===== src/rtl/stim_sequencer.sv =====
// Exhaustive 3-input stimulus sequencer: steps {a,b,c} through 000..111, holds each
// vector DWELL cycles and captures the downstream {x,y} response. Optional loop mode: STIM_LOOP_EN.
module stim_sequencer #(
  parameter int unsigned DWELL = 10
) (
  input  logic        clk,
  input  logic        rst,
  input  logic        start,
`ifdef STIM_LOOP_EN
  input  logic        loop,
`endif
  input  logic        x,
  input  logic        y,
  output logic        a,
  output logic        b,
  output logic        c,
  output logic [2:0]  vec_idx,
  output logic        busy,
  output logic        done,
  output logic [15:0] resp_vec
);

  typedef enum logic [1:0] {
    IDLE  = 2'd0,
    DRIVE = 2'd1,
    DONE  = 2'd2
  } state_e;

  localparam logic [7:0] DWELL_LAST = 8'(DWELL - 1);

  state_e      state_q;
  logic [2:0]  vec_q;
  logic [7:0]  dwell_q;
  logic [15:0] resp_q;
  logic [15:0] resp_d;
  logic        busy_q;
  logic        done_q;
  logic        dwell_last;
  logic        loop_en;

`ifdef STIM_LOOP_EN
  assign loop_en = loop;
`else
  assign loop_en = 1'b0;
`endif

  assign dwell_last = (dwell_q == DWELL_LAST);

  // Response word with the current vector's {x,y} merged into its 2-bit slot.
  always_comb begin
    resp_d = resp_q;
    resp_d[{vec_q, 1'b0} +: 2] = {x, y};
  end

  always_ff @(posedge clk) begin
    // NOTE: resp_q is a plain flop word, so clearing it on reset is cheap and required
    // to guarantee an aborted sweep leaves no stale capture behind.
    if (rst) begin
      state_q <= IDLE;
      vec_q   <= 3'd0;
      dwell_q <= 8'd0;
      resp_q  <= 16'h0000;
      busy_q  <= 1'b0;
      done_q  <= 1'b0;
    end else begin
      // NOTE: every state register here uses <= so all updates see pre-edge values.
      done_q <= 1'b0;
      case (state_q)
        IDLE: begin
          if (start) begin
            state_q <= DRIVE;
            busy_q  <= 1'b1;
            vec_q   <= 3'd0;
            dwell_q <= 8'd0;
            resp_q  <= 16'h0000;
          end
        end
        DRIVE: begin
          if (dwell_last) begin
            dwell_q <= 8'd0;
            if (vec_q != 3'd7) begin
              vec_q  <= vec_q + 3'd1;
              resp_q <= resp_d;
            end else if (loop_en) begin
              // Wrap for another pass: completion is flagged but the sweep keeps running.
              vec_q  <= 3'd0;
              resp_q <= 16'h0000;
              done_q <= 1'b1;
            end else begin
              state_q <= DONE;
              busy_q  <= 1'b0;
              done_q  <= 1'b1;
              resp_q  <= resp_d;
            end
          end else begin
            dwell_q <= dwell_q + 8'd1;
          end
        end
        DONE: begin
          state_q <= IDLE;
        end
        default: begin
          state_q <= IDLE;
          busy_q  <= 1'b0;
        end
      endcase
    end
  end

  assign {a, b, c} = vec_q;
  assign vec_idx   = vec_q;
  assign busy      = busy_q;
  assign done      = done_q;
  assign resp_vec  = resp_q;

endmodule


===== config.mk =====
export PLATFORM = sky130hd
export DESIGN_NAME = stim_sequencer
export DESIGN_NICKNAME = d
export VERILOG_FILES = /design/src/rtl/stim_sequencer.sv
export SDC_FILE = /design/constraint.sdc
export NUM_CORES = 1
export LEC_CHECK = 0
export CAP_MARGIN = 10
export CORE_UTILIZATION = 50
export DETAILED_ROUTE_END_ITERATION = 8
export PLACE_DENSITY_LB_ADDON = 0.05
export SETUP_SLACK_MARGIN = 0.1
export SYNTH_ARGS = -nofsm -noshare
export SYNTH_HDL_FRONTEND = slang
export SYNTH_SLANG_ARGS = --single-unit
export TNS_END_PERCENT = 50

===== constraint.sdc =====
create_clock -name clk -period 6.2 [get_ports clk]
set_input_delay 0.93 -clock clk [delete_from_list [all_inputs] [get_ports clk]]
set_output_delay 0.93 -clock clk [all_outputs]
set_load 0.005 [all_outputs]

; ---- After elaboration in Yosys (flattened, before gate mapping)
; Index checks and enable logic that the tools add are counted.
[totals]
register_bits = 31
inputBits = 5
out_inout_bits = 24
elab_cells = 50
[classes]
add_sub_neg = 3
eq_ne = 8
n_shift = 2
n_mux = 20
n_bitwise = 3
reduce_logical = 8
[op_table]
columns = operator, n
row1 = $mux 16, 2
row2 = $pmux 16 s2, 1
row3 = $bwmux 16, 1
row4 = $mux 8, 2
row5 = $pmux 8 s2, 1
row6 = $shift 2x6->16 const A, 1
row7 = $shiftx 2x6->16, 1
row8 = $mux 3, 3
row9 = $add 8x1->8 const B, 1
row10 = $eq 8x4->1 const B, 1
row11 = $ne 2x2->1 const B, 4
row12 = $reduce_and 4->1, 2
row13 = $mux 2, 3
row14 = $neg 4->6, 1
row15 = $pmux 3 s2, 1
row16 = $reduce_and 3->1, 2
row17 = $mux 1, 4
row18 = $pmux 2 s2, 1
row19 = $add 3x1->3 const B, 1
row20 = $ne 3x3->1 const B, 1
row21 = $not 1->1, 3
row22 = $pmux 1 s3, 1
row23 = $reduce_or 3->1, 1
row24 = $eq 2x1->1 const B, 1
row25 = other kinds (4), 4

; ---- Depth between registers and ports, before layout
[depth]
depth_word = 5
depth_mapped = 8
depth_no_buf = 7

; ---- Least setup slack after synthesis
; Ideal clock, no wire load.
[synth_path]
kind = input port to flip-flop
start = in rst
end = reg dwell_q[2]
arrival_time_ns = 1.966
required_ns = 6.061
setup_slack_ns = 4.095
cell_stages = 4
path_cell_list = clkbuf_1 > buf_1 > clkbuf_1 > nor3_1
[synth_lines]
columns = element, line_no
row1 = start: declaration, 7  ; input logic rst,
row2 = end signal: assignment, 96  ; dwell_q <= dwell_q + 8'd1;
row3 = end: declaration, 33  ; logic [7:0] dwell_q;
; No word-level cell between the ends.

; ---- Worst setup path in the final report
[layout_path]
start = reg vec_q[0] (netlist: vec_idx[0])
end = reg resp_q[9] (netlist: resp_vec[9])
[layout_between]
elab_chain_cells = 5
word_cells_on_any_way = 6
[layout_rtl]
columns = element, line_no
row1 = start: declaration, 32  ; logic [2:0] vec_q;
row2 = start signal: assignment, 82  ; vec_q <= vec_q + 3'd1;
row3 = $neg 4->6 *, 52  ; resp_d[{vec_q, 1'b0} +: 2] = {x, y};
row4 = $shiftx 2x6->16 or $shift 2x6->16 (tied branches), 52
row5 = $bwmux 16 *, 52
row6 = $mux 16 *, 79  ; if (dwell_last) begin
row7 = $pmux 16 s2 *, 68  ; case (state_q)
row8 = end signal: assignment, 83  ; resp_q <= resp_d;
row9 = end signal: assignment, 93  ; resp_q <= resp_d;
row10 = end: declaration, 34  ; logic [15:0] resp_q;
; Every way passes the cells marked *; elsewhere a longest branch is shown, timed or not. The select of a mux whose other input is x is not followed.
; A chain may end at the register's enable or synchronous reset.

==> flow_metrics.tcl <==
set metrics [dict create \
    grt_overflow 0 \
    grt_pass1_wl_um 6270 \
    final_hold_viol_count 0 \
    worst_slew_pin_slew_ps 716 \
    synthSimpleGateAreaFrac_pct 25.2 \
    met1_length_um 1770 \
    p_per_area_nw_per_um2 173 \
    min_delay_path_depth 1 \
    vdd_drop_max_mv 0.124 \
    timing.fmax_ghz 0.391 \
    clkPwrFrac_pct 33.1 \
    status "finished, final reports clean" \
    grt_max_degree 28 \
    start_kind "flip-flop" \
    synth_mux_area_share_pct 0.596 \
    fin_tns_setup_ps 0 \
    synth_nets 191 \
    fp.dieH_um 60.0 \
    synth_top_cells_by_area "dfxtp_1, ha_1, a32o_1, a21oi_2, nor3_1" \
    holdPathEnd "resp_vec[12]" \
    crit_arrival_ps 2800 \
    postCtsResizedCells 0 \
    yosysSeqAreaShare_pct 36.9 \
    final_cell_mix "dfxtp_1, clkdlybuf4s50_1, nor3_1" \
    slew_violations 0 \
    drtIter0Drc 71 \
    synth_area_per_cell_sq_um 9.49 \
    path_class "reg2reg" \
    drcViolationCount 0 \
    cp.required_ps 6440 \
    layout_commonest_cell "dfxtp_1" \
    vias 1481 \
    async_flop_share_pct 0 \
    grt_util_all_layers_pct 24.1 \
    min_path_type "reg2reg" \
    ff2ff_path_depth 6 \
    finalCritPeriodShare_pct 41.2 \
    core_sq_um 3130 \
    h-tree-depth 2 \
    syn_inst 177 \
    synth-compound-area-share_pct 24.6 \
    ys_seq_elements 31 \
    synthAdderAreaFrac_pct 6.70 \
    antenna_found_initial 0 \
    die_area_sq_um 3600 \
    max-slew-margin-rel_pct 51.9 \
    cp-end-kind "flip-flop" \
    layout.cells.non_filler 250 \
    row_count 20 \
    cts.sinks 31 \
    p_seq_share_pct 57.8 \
    ant_nets 0 \
    p_leak_nw 0.698 \
    clock_latency_ps 340 \
    fill_cells 277 \
    fin_worst_skew_ps 3.69 \
    netSwitchingPower_mw 0.0952 \
    top_layer "met4" \
    post_drt_wl_per_cell_um 15.3 \
    firstDrtPassIters 4 \
    drive_gt1_share_pct 11.7 \
    clk_pin_slew_ps 100 \
    final_nets 219 \
    hold_path_startpoint "resp_vec[12]" \
    hpwl_um 2750 \
    rsz0062_at_grt "false" \
    sw_frac_of_total_pct 27.0 \
    critPathMaxFanout 15 \
    clock_path_buffers 2 \
    area_growth_pct 20.8 \
    wl_um 3820 \
    min_period_ps 2560 \
    synthXorXnorAreaFrac_pct 2.08 \
    io_buffers 28 \
    r2r-end "resp_vec[9]" \
    r2r_slack_ps 3640 \
    holdBufCountCts 0 \
    synth_ff_type "dfxtp_1" \
    synth_area_sq_um 1680 \
    cts_tree "yes" \
    synth_top_family_by_area "simple AND/OR/NAND/NOR gates" \
    rr_startpoint "vec_idx[0]" \
    setup_viol 0 \
    route.met3.wl_um 114 \
    dp_cells 242 \
    synth_edf_count 0 \
    pwr-share-comb_pct 9.1 \
    yosys.area.top_type "dfxtp_1" \
    cts_root_buf "clkbuf_4" \
    yosys_warnings 0 \
    yosysUniqueCellTypes 46 \
    die_w_um 60.0 \
    grt_pass1_vias 1351 \
    num_antenna_cells 0 \
    io-pin-count 29 \
    cap_violations 0 \
    p_int_mw 0.257 \
    routed_via_density 5.92 \
    start_util_pct 53.7 \
    cts_buffers 5 \
    met2_length_um 1850 \
    postCtsSetupRepairBufs 0 \
    synth_top_cell_area_share_pct 36.9 \
    place.gp.congestion 0.831 \
]
[cell usage after synthesis (2+ instances only)]
cell / number
clkbuf_1: 3
dfxtp_1: 31
nand4b_1: 2
a41o_1: 2
nand3_1: 4
nor2_1: 8
nand4_1: 4
inv_1: 6
nand2b_1: 5
a2bb2o_4: 2
a22o_1: 4
xor2_1: 4
nor4_1: 3
nor3_1: 10
a21oi_1: 9
a32o_1: 8
nand2_1: 9
o211ai_1: 2
nor2b_1: 7
and4_1: 3
a21oi_2: 6
a2111oi_0: 2
o21ai_0: 7
and3_1: 2
o21bai_1: 2
ha_1: 9
buf_4: 3
nor3_2: 2
[power groups by stage]
| stage | logic, mW | clock network [mW] | registers (mW) |
|---|---|---|---|
| 2_1_floorplan | 0.0218 | 0 | 0.208 |
| 3_3_place_gp | 0.0308 | 0 | 0.208 |
| 3_5_place_dp | 0.0317 | 0 | 0.208 |
| 4_1_cts | 0.0318 | 0.118 | 0.204 |
| 5_1_grt | 0.0358 | 0.126 | 0.204 |
| 6_report | 0.0320 | 0.116 | 0.204 |
[worst max-delay path, cell delays in order (launching register included)]
cell and delay [ps]:
dfxtp_1 530, inv_1 180, ha_1 240, ha_1 550, nor4bb_1 520, a2111oi_0 210, a41o_1 230
[registers in the layout (all words and copies together), names as in the netlist]
register and flops:
busy 1, done 1, dwell_q 8, resp_vec 16, state_q 2, vec_idx 3
[stage by stage]
step / hold WS (ps) / cell area, sq um / setup WS (ps) / utilization, % / power, mW
CTS: 488 / 2030 / 3650 / 64.9 / 0.354
floorplan: 466 / 1680 / 4090 / - / 0.229
detailed placement: 458 / 1980 / 3520 / 63.3 / 0.240
global placement: 449 / 1980 / 3560 / 63.3 / 0.239
global route: 504 / 2030 / 3400 / 64.9 / 0.366
finish: 483 / 2030 / 3640 / 64.9 / 0.352
[layer usage]
metal / track usage [%] / vias to the layer above
met5: 0 / -
met4: 13.3 / 0
met3: 4.55 / 8
met2: 38.9 / 36
met1: 30.3 / 707
li1: - / 730
[worst max-delay path by stage]
stage | end | cells past startpoint | slack (ps) | startpoint
floorplan | dwell_q[2] | 4 | 4090 | rst
global placement | resp_vec[5] | 5 | 3560 | start
detailed placement | resp_vec[10] | 5 | 3520 | start
CTS | resp_vec[9] | 6 | 3650 | vec_idx[0]
global route | resp_vec[9] | 6 | 3400 | vec_idx[0]
finish | resp_vec[9] | 6 | 3640 | vec_idx[0]
[kinds of logic (layout without fill, tap and decap cells)]
kind of cell / Yosys count / in the layout
AND/OR/NAND/NOR: 69 / 69
AO/OA/AOI/OAI: 49 / 49
flip-flops: 31 / 31
buffers and inverters: 14 / 43
adder cells (fa/ha/maj): 9 / 9
XOR/XNOR: 4 / 4
multiplexers: 1 / 1
[cell type report]
class,instances,area (sq um),area share [%]
multi-input cells,132,995,49.0
flip-flops and latches,31,621,30.6
repair buffers,29,288,14.2
well taps,44,55.1,2.71
clock buffers,7,45.0,2.22
inverters,6,22.5,1.11
clock inverters,1,5.00,0.246
(Power assumes the default switching activity.)
==> variant: new RTL, same flow settings <==
Build with the macro `STIM_LOOP_EN` defined.
--- a/src/rtl/stim_sequencer.sv
+++ b/src/rtl/stim_sequencer.sv
@@ -1,5 +1,7 @@
 // Exhaustive 3-input stimulus sequencer: steps {a,b,c} through 000..111, holds each
 // vector DWELL cycles and captures the downstream {x,y} response. Optional loop mode: STIM_LOOP_EN.
+`define STIM_LOOP_EN
+
 module stim_sequencer #(
   parameter int unsigned DWELL = 10
 ) (
Ports: changed (added loop); port bits go from 29 to 30. The function was not compared with the original's and may differ.
==> variant against the original RTL <==
Clock power grew 45%; power is 18% higher; setup slack got worse by 280 ps; cell area shrank 0.12%; register-to-register slack worse by 30 ps; core utilization is 0.44 points higher; via count down 6.0%; die area fell by 1.4%; area after synthesis is 1.4% lower; routed wire length is 2.3% lower; non-clock buffer count increased by 1; sequential share of layout area about the same; sequential cell count stayed put.
==> variant: results <==
export IMPL_status="completed"
export IMPL_leakagePower_nw=0.7527
export IMPL_drt_vias_per_instance=5.613
export IMPL_r2r_slack_ps=3610
export IMPL_placed_cell_area_um2=1942
export IMPL_synth_fp_nets=188
export IMPL_ys_seq_area_share_pct=37.46
export IMPL_grt_pass1_wl_mm=6.265
export IMPL_gr_usage_met2_pct=34.19
export IMPL_wirelength_mm=3.728
export IMPL_wire_per_inst_um=15.03
export IMPL_critPathLaunch="start"
export IMPL_nNetsFinal=216
export IMPL_grt_pass1_vias=1316
export IMPL_ys_warn_count=0
export IMPL_ir_worst_vdd_mv=0.1465
export IMPL_tightest_slew_ps=801.8
export IMPL_dp_hpwl_mm=2.674
export IMPL_hold_slack_ps=475.0
export IMPL_path_max_fanout=17
export IMPL_grt_use_total_pct=24.54
export IMPL_rr_worst_depth=5
export IMPL_hold_depth=2
export IMPL_worstHoldEndpoint="resp_vec[11]"
export IMPL_synth_commonest_cells="dfxtp_1 (31), mux2i_1 (17), nand3_2 (11), nand3_1 (9), nor2_1 (9)"
export IMPL_r2r_start="dwell_q[0]"
export IMPL_synth_cell_type_count=45
export IMPL_preCtsSetupSlack_ps=3035
export IMPL_io_buffers=29
export IMPL_drive_gt1_share_pct=13.24
export IMPL_met1_usage_pct=34.32
export IMPL_gp_congestion=0.8509
export IMPL_synth_area_top_cells="dfxtp_1 (37%), mux2i_1 (10%), nand3_2 (6.6%), ha_1 (5.3%), nand3_1 (2.7%)"
export IMPL_worstHoldStart="resp_vec[11]"
export IMPL_gr_usage_met3_pct=6.987
export IMPL_worst_r2r_endpoint="resp_vec[13]"
export IMPL_grt_max_degree=18
export IMPL_dr_first_iter_drc_count=54
export IMPL_synthCells=175
export IMPL_cp_arrival_ps=3110
## variant: cell count changes after synthesis, sizes merged, moves of 6 or more
cell   delta
mux2i    +16
nand3    +16
a21oi    -11
a32o      -8
nor3      -6
## variant: how the worst max path moves through the flow
stage / endpoint / cells after the start / slack (ps)
2_1_floorplan: resp_vec[4] / 4 / 3960
3_3_place_gp: dwell_q[2] / 5 / 3200
3_5_place_dp: resp_vec[10] / 5 / 3040
4_1_cts: resp_vec[10] / 5 / 3410
5_1_grt: resp_vec[13] / 5 / 3220
6_report: resp_vec[13] / 5 / 3370
## variant: logic make-up after synthesis
logic type,count (synthesis),share of synthesized area (%)
buffers and inverters,15,5.438
adders and majority gates,7,5.287
AOI/OAI and AO/OA,24,9.215
DFF,31,37.46
and+or+nand+nor,78,30.59
muxes,18,10.95
xor gates and xnor gates,2,1.058
## variant: area by class of cell
cell class | count | area [um2] | share of cell area [%]
Multi-Input combinational cell | 129 | 945.9 | 46.64
Timing Repair Buffer | 30 | 297.8 | 14.68
Inverter | 6 | 22.52 | 1.110
Clock inverter | 2 | 35.03 | 1.727
Tap cell | 44 | 55.05 | 2.714
Sequential cell | 31 | 620.6 | 30.60
Clock buffer | 6 | 51.30 | 2.529
## variant: layer usage
metal | vias up | share of wire, % | routed length, um
met5 | - | 0 | 0
met4 | 0 | 2.1 | 78
met3 | 7 | 5.7 | 211
met2 | 40 | 43 | 1603
met1 | 657 | 49 | 1835
li1 | 688 | - | -
## variant: worst max-delay path, stage by stage
cell	delay, ps
clkdlybuf4s50_1	430
o21bai_1	480
or4_1	730
nand3_2	300
mux2i_1	220
## variant: power breakdown
group          internal (mW)  switching, mW  total, mW
sequential             0.202        0.00380      0.206
combinational         0.0192         0.0230     0.0422
clock                 0.0952         0.0730      0.168
